==> src/rtl/fft_iter_core.sv <==
// Iterative radix-2 DIT FFT/IFFT: bit-reversed load, one butterfly per cycle, natural-order unload.
// Optional macro FFT_SAT_EN: saturate butterfly outputs to DATA_W instead of two's-complement wrap.
module fft_iter_core #(
  parameter int NUM_POINT = 8,
  parameter int DATA_W    = 16,
  parameter int FRAC_W    = 12
) (
  input  logic              clock,
  input  logic              reset,
  input  logic              in_valid,
  output logic              in_ready,
  input  logic [DATA_W-1:0] in_real,
  input  logic [DATA_W-1:0] in_imag,
  input  logic              inverse,
  output logic              out_valid,
  input  logic              out_ready,
  output logic [DATA_W-1:0] out_real,
  output logic [DATA_W-1:0] out_imag,
  output logic              out_last,
  output logic              busy,
  output logic [1:0]        dbg_state
);

  // Handshake rule for both streams: a transfer happens on a rising edge where
  // valid && ready; the producer holds data stable while valid && !ready.

  localparam int LOG2  = $clog2(NUM_POINT);
  localparam int BW    = LOG2 - 1;
  localparam int HALF  = NUM_POINT / 2;
  localparam int TW_W  = FRAC_W + 2;
  localparam int STG_W = $clog2(LOG2 + 1);
  localparam int SW    = DATA_W + 2;
  localparam int PW    = DATA_W + TW_W + 1;

  localparam logic [LOG2-1:0]  LAST_IDX = LOG2'(NUM_POINT - 1);
  localparam logic [BW-1:0]    LAST_BF  = BW'(HALF - 1);
  localparam logic [STG_W-1:0] LAST_STG = STG_W'(LOG2 - 1);

  typedef enum logic [1:0] {
    ST_LOAD   = 2'd0,
    ST_CALC   = 2'd1,
    ST_UNLOAD = 2'd2
  } state_t;

  // Taylor series keeps the table a pure elaboration-time computation.
  function automatic logic [HALF*TW_W-1:0] make_tab(input bit want_sin);
    logic [HALF*TW_W-1:0] tab;
    real ang, term, acc, scaled;
    int v;
    tab = '0;
    for (int k = 0; k < HALF; k++) begin
      ang  = 2.0 * 3.14159265358979323846 * real'(k) / real'(NUM_POINT);
      term = want_sin ? ang : 1.0;
      acc  = term;
      for (int n = 1; n < 30; n++) begin
        if (want_sin) term = -term * ang * ang / (real'(2 * n) * real'(2 * n + 1));
        else          term = -term * ang * ang / (real'(2 * n - 1) * real'(2 * n));
        acc = acc + term;
      end
      scaled = acc * real'(1 << FRAC_W);
      v = (scaled >= 0.0) ? $rtoi(scaled + 0.5) : -$rtoi(0.5 - scaled);
      tab[k*TW_W +: TW_W] = TW_W'(v);
    end
    return tab;
  endfunction

  localparam logic [HALF*TW_W-1:0] COS_TAB = make_tab(1'b0);
  localparam logic [HALF*TW_W-1:0] SIN_TAB = make_tab(1'b1);

  function automatic logic [LOG2-1:0] bitrev(input logic [LOG2-1:0] a);
    logic [LOG2-1:0] r;
    for (int i = 0; i < LOG2; i++) r[i] = a[LOG2-1-i];
    return r;
  endfunction

  function automatic logic [DATA_W-1:0] narrow(input logic signed [SW-1:0] v);
`ifdef FFT_SAT_EN
    if (!v[SW-1] && (v[SW-2:DATA_W-1] != '0))
      return {1'b0, {(DATA_W-1){1'b1}}};
    else if (v[SW-1] && !(&v[SW-2:DATA_W-1]))
      return {1'b1, {(DATA_W-1){1'b0}}};
    else
      return v[DATA_W-1:0];
`else
    return DATA_W'(v);
`endif
  endfunction

  state_t             state;
  logic [LOG2-1:0]    ld_cnt;
  logic [LOG2-1:0]    out_cnt;
  logic [BW-1:0]      bfly;
  logic [STG_W-1:0]   stage;
  logic               mode_r;

  logic signed [DATA_W-1:0] mem_re [NUM_POINT];
  logic signed [DATA_W-1:0] mem_im [NUM_POINT];

  logic [LOG2-1:0]          ld_addr, top_a, bot_a;
  logic [BW-1:0]            half_mask, low_b, tw_k;
  logic signed [TW_W-1:0]   w_re, w_im, sin_k;
  logic signed [DATA_W-1:0] a_re, a_im, b_re, b_im;
  logic signed [PW-1:0]     p_re, p_im;
  logic signed [SW-1:0]     t_re, t_im, s_re, s_im, d_re, d_im;
  logic [DATA_W-1:0]        n_s_re, n_s_im, n_d_re, n_d_im;

  assign ld_addr = bitrev(ld_cnt);

  // Butterfly addressing: top = (b>>s)*2*half + (b mod half), bot = top + half.
  always_comb begin
    half_mask = (BW'(1) << stage) - BW'(1);
    low_b     = bfly & half_mask;
    tw_k      = low_b << (STG_W'(BW) - stage);
    top_a     = ((LOG2'(bfly) >> stage) << (stage + 1'b1)) | LOG2'(low_b);
    bot_a     = top_a | (LOG2'(1) << stage);
  end

  always_comb begin
    w_re  = $signed(COS_TAB[tw_k*TW_W +: TW_W]);
    sin_k = $signed(SIN_TAB[tw_k*TW_W +: TW_W]);
    w_im  = mode_r ? sin_k : -sin_k;
    a_re  = mem_re[top_a];
    a_im  = mem_im[top_a];
    b_re  = mem_re[bot_a];
    b_im  = mem_im[bot_a];
    p_re  = PW'(b_re) * PW'(w_re) - PW'(b_im) * PW'(w_im);
    p_im  = PW'(b_re) * PW'(w_im) + PW'(b_im) * PW'(w_re);
    t_re  = SW'(p_re >>> FRAC_W);
    t_im  = SW'(p_im >>> FRAC_W);
    s_re  = SW'(a_re) + t_re;
    s_im  = SW'(a_im) + t_im;
    d_re  = SW'(a_re) - t_re;
    d_im  = SW'(a_im) - t_im;
    // IFFT 1/N scaling spread as one halving per stage.
    if (mode_r) begin
      s_re = s_re >>> 1;
      s_im = s_im >>> 1;
      d_re = d_re >>> 1;
      d_im = d_im >>> 1;
    end
    n_s_re = narrow(s_re);
    n_s_im = narrow(s_im);
    n_d_re = narrow(d_re);
    n_d_im = narrow(d_im);
  end

  // Sample storage carries no reset; only control is reset.
  always_ff @(posedge clock) begin
    if (state == ST_LOAD && in_valid) begin
      mem_re[ld_addr] <= in_real;
      mem_im[ld_addr] <= in_imag;
    end else if (state == ST_CALC) begin
      mem_re[top_a] <= n_s_re;
      mem_im[top_a] <= n_s_im;
      mem_re[bot_a] <= n_d_re;
      mem_im[bot_a] <= n_d_im;
    end
  end

  always_ff @(posedge clock or posedge reset) begin
    if (reset) begin
      state     <= ST_LOAD;
      ld_cnt    <= '0;
      out_cnt   <= '0;
      bfly      <= '0;
      stage     <= '0;
      mode_r    <= 1'b0;
      in_ready  <= 1'b1;
      out_valid <= 1'b0;
      busy      <= 1'b0;
    end else begin
      case (state)
        ST_LOAD: begin
          if (in_valid) begin
            if (ld_cnt == '0) mode_r <= inverse;
            ld_cnt <= ld_cnt + 1'b1;
            if (ld_cnt == LAST_IDX) begin
              state    <= ST_CALC;
              in_ready <= 1'b0;
              busy     <= 1'b1;
            end
          end
        end
        ST_CALC: begin
          bfly <= bfly + 1'b1;
          if (bfly == LAST_BF) begin
            bfly <= '0;
            if (stage == LAST_STG) begin
              stage     <= '0;
              state     <= ST_UNLOAD;
              out_valid <= 1'b1;
            end else begin
              stage <= stage + 1'b1;
            end
          end
        end
        ST_UNLOAD: begin
          if (out_ready) begin
            out_cnt <= out_cnt + 1'b1;
            if (out_cnt == LAST_IDX) begin
              out_cnt   <= '0;
              state     <= ST_LOAD;
              out_valid <= 1'b0;
              busy      <= 1'b0;
              in_ready  <= 1'b1;
            end
          end
        end
        default: begin
          state     <= ST_LOAD;
          in_ready  <= 1'b1;
          out_valid <= 1'b0;
          busy      <= 1'b0;
        end
      endcase
    end
  end

  assign out_last  = out_valid && (out_cnt == LAST_IDX);
  assign out_real  = out_valid ? mem_re[out_cnt] : '0;
  assign out_imag  = out_valid ? mem_im[out_cnt] : '0;
  assign dbg_state = state;

endmodule

==> config.mk <==
export PLATFORM = sky130hd
export DESIGN_NAME = fft_iter_core
export DESIGN_NICKNAME = d
export VERILOG_FILES = /design/src/rtl/fft_iter_core.sv
export SDC_FILE = /design/constraint.sdc
export NUM_CORES = 2
export LEC_CHECK = 0
export CAP_MARGIN = 25
export CORE_MARGIN = 2
export CORE_UTILIZATION = 60
export CTS_CLUSTER_SIZE = 10
export DETAILED_ROUTE_END_ITERATION = 16
export GPL_TIMING_DRIVEN = 0
export PLACE_DENSITY = 0.75
export SLEW_MARGIN = 20
export SYNTH_ARGS = -nofsm -noshare
export SYNTH_HDL_FRONTEND = slang
export SYNTH_SLANG_ARGS = --single-unit
export TNS_END_PERCENT = 100
==> constraint.sdc <==
create_clock -name clock -period 14.7 [get_ports clock]
set_input_delay 2.94 -clock clock [delete_from_list [all_inputs] [get_ports clock]]
set_output_delay 2.94 -clock clock [all_outputs]
set_load 0.005 [all_outputs]
==> impl_metrics.toml <==
[run]
cap_violations = 0

[global_route]
pin_count_of_the_biggest_net_entering_global_routing = 20
global_router_s_overall_resource_usage_pct = 48.6
grt.met2_usage_pct = 66.6
grt_antenna_before_repair = 4
first_global_vias = 37500
grt-busiest-layer = "met2"
grt.met3_usage_pct = 19.9
grt_util_met1_pct = 65.8
gr-total-overflow = 0
grt_pass1_wl_mm = 257

[sta]
timing_max_transition_violations_final = 0
holdWs_ps = 494
pin_slew_with_the_least_headroom_to_its_limit_ps = 1270
timing.final.setup_violations = 0
slew_headroom_pct = 15.3
setup-tns-final_ps = 0
grt_setup_unrepaired = "false"
finClkSkew_ps = 39.4
finalWorstSetupSlack_ps = 332
final_period_minus_worst_setup_slack_ps = 14370
min_period_over_period_pct = 97.7
fmax_ghz = 0.0696
timing_hold_violations_final = 0

[synth]
synth-seq-area-share_pct = 18.6
synthTopCellsByCount = "sky130_fd_sc_hd__inv_1 (808), sky130_fd_sc_hd__nand2_1 (733), sky130_fd_sc_hd__fa_1 (593)"
synthesis.area_um2 = 43600
synth_seq_cells = 272
synth_cell_types = 94
synth.top_cell.area_share_pct = 27.2
synthFlopType = "sky130_fd_sc_hd__edfxtp_1"
yosys_warnings = 0
syn_avg_cell_area_um2 = 9.30
post_synthesis_async_set_or_reset_flop_share_pct = 5.88
synth_most_common_cell = "sky130_fd_sc_hd__inv_1"
synthesis.instances = 4691
postSynthNetCount = 5719
synth-edff-count = 256
yosys.area.top_type = "sky130_fd_sc_hd__fa_1"
netlist_top_cells_area = "sky130_fd_sc_hd__fa_1 (27%), sky130_fd_sc_hd__edfxtp_1 (18%), sky130_fd_sc_hd__ha_1 (11%)"

[worst_setup_path]
data_arrival_time_at_the_worst_slack_endpoint_ps = 14640
number_of_cells_on_the_worst_reg_to_reg_path = 45
crit_path_max_incr_delay_ps = 690
worst-path-max-fanout = 19
r2r_slack_ps = 330
timing.setup.critical_path_class = "reg -> reg"
worstSetupEndpointType = "register"
critical_path.reg2reg.startpoint = "stage[0]"
timing.critical_path.from_type = "register"
critical-path-top-cell-by-count = "sky130_fd_sc_hd__fa_1"
timing.critical_path.required_ps = 14970
slowest_stage = "sky130_fd_sc_hd__buf_2"
r2r_end = "mem_re[1][13]"

[place]
dpl-instance-area_um2 = 46400
port_bufs = 74
dp.final_hpwl_mm = 143
detailedPlace.worstSlack_ps = -670
gp_congestion = 1.06

[route]
dr.pass1.iters = 7
routed_vias_inst = 6.49
detailedRoute.firstIterationViolations = 5807
routed_wl_mm = 180
wl_per_cell_um = 30.8
final_antenna_net_count = 0
drcViolationCount = 0
via_count = 37900

[clocking]
clock-root-buffer = "sky130_fd_sc_hd__clkbuf_16"
clk_path_buf_depth = 3
clk_transition_reported_paths_ps = 70
clkLatencyLatePin_ps = 560
cts_num_sinks = 272
htree_levels = 2
tritoncts_clock_tree = "done"
cts-buffers-inserted = 35
cts_hold_buffers = 0

[min_path]
hold_path_end = "in_ready"
worst_hold_startpoint = "in_ready"
min_path_type = "reg -> reg"
min_delay_path_depth = 2

[finish]
area.growth.synth_to_final_pct = 9.90
post_route_standard_cell_area_excluding_fillers_um2 = 47900
final_net_count = 5898
post_route_cells_drive_above_1_share_pct = 6.80

[floorplan]
core_area_um2 = 71700
chipHeight_um = 274
fp.dieW_um = 274
initial_utilization_pct = 60.8
placement_rows = 98
design.die.area_um2 = 74800
boundaryPins = 75

[status]
run_status = "complete, no violations"
-- worst max path at each step --
stage | start | end | slack, ps | cells after the start
3_3_place_gp | stage[0] | mem_im[3][14] | -680 | 38
6_report | stage[0] | mem_re[1][13] | 330 | 45
4_1_cts | stage[0] | mem_im[7][13] | 10 | 46
2_1_floorplan | stage[0] | mem_im[3][14] | 3310 | 39
5_1_grt | stage[0] | mem_im[4][13] | 20 | 45
3_5_place_dp | stage[0] | mem_im[7][14] | -670 | 38
-- state kept, by name, summed over array words and instances (netlist names), 2 cells and up --
signal     cells
bfly           2
mem_im       128
out_cnt        3
dbg_state      2
ld_cnt         3
stage          2
mem_re       128
-- metal layers --
| layer | up-vias | wire, um |
|---|---|---|
| met5 | - | 21 |
| li1 | 15700 | - |
| met2 | 3139 | 71200 |
| met3 | 667 | 28400 |
| met1 | 18400 | 68000 |
| met4 | 4 | 12400 |
-- stage by stage --
| stage | utilization, % | instances |
|---|---|---|
| floorplan | - | 4691 |
| global placement | 63.5 | 5715 |
| detailed placement | 64.8 | 5763 |
| CTS | 66.3 | 5810 |
| global route | 66.8 | 5833 |
| finish | 66.8 | 5839 |
-- worst max-delay path: cells and delay by family, from the launching register on --
kind	cells	cell delay [ps]
and+or+nand+nor	11	2410
AOI/OAI and AO/OA	12	3160
adders and majority gates	11	4490
buffers and inverters	7	2370
DFF	1	510
muxes	1	200
xor gates and xnor gates	3	960
-- placed cells by master (no fill, tap or decap), drive strengths merged, types with 7 or more instances in the layout --
cell type      instances
inv                  810
nand2                733
fa                   593
ha                   398
nand3                271
edfxtp               256
mux2i                219
clkbuf               200
nor2                 199
o21ai                141
a21oi                124
buf                  124
xnor2                102
and2                  81
clkdlybuf4s50         74
mux4                  64
and3                  56
nor2b                 55
nor3                  44
xor2                  25
nand2b                22
mux2                  22
a21o                  16
o21bai                16
dfrtp                 15
a311oi                15
a31oi                 15
o31ai                 15
o21a                  13
or3                   12
o221ai                10
o311ai                 9
or2                    9
o22ai                  8
a211oi                 7
nor4                   7
-- timing repair --
item                       in CTS  in global routing
hold endpoints to repair        0                  0
setup endpoints to repair      64                 89
gates cloned                    0                  0
buffers inserted                0                  7
gates resized for setup        19                 50
pin swaps                       0                  2
-- layout make-up --
| class | count | area (um2) |
|---|---|---|
| multi-input combinational | 3388 | 31900 |
| fill | 5855 | 23800 |
| antenna | 6 | 15.0 |
| sequential | 272 | 8090 |
| timing repair buffer | 145 | 1720 |
| clock inverter | 8 | 104 |
| inverter | 811 | 3040 |
| buffer | 217 | 933 |
| clock buffer | 42 | 965 |
| tap | 950 | 1190 |
-- logic make-up after synthesis --
logic type / share of synthesized area, %
flops: 18.6
simple gates: 15.5
compound gates: 6.77
buf+inv: 8.93
fa+ha+maj: 38.6
mux: 8.91
xor+xnor: 2.73
Power is not shown: default switching activity piles up to over one toggle a cycle in this logic, so the estimate is an artifact.
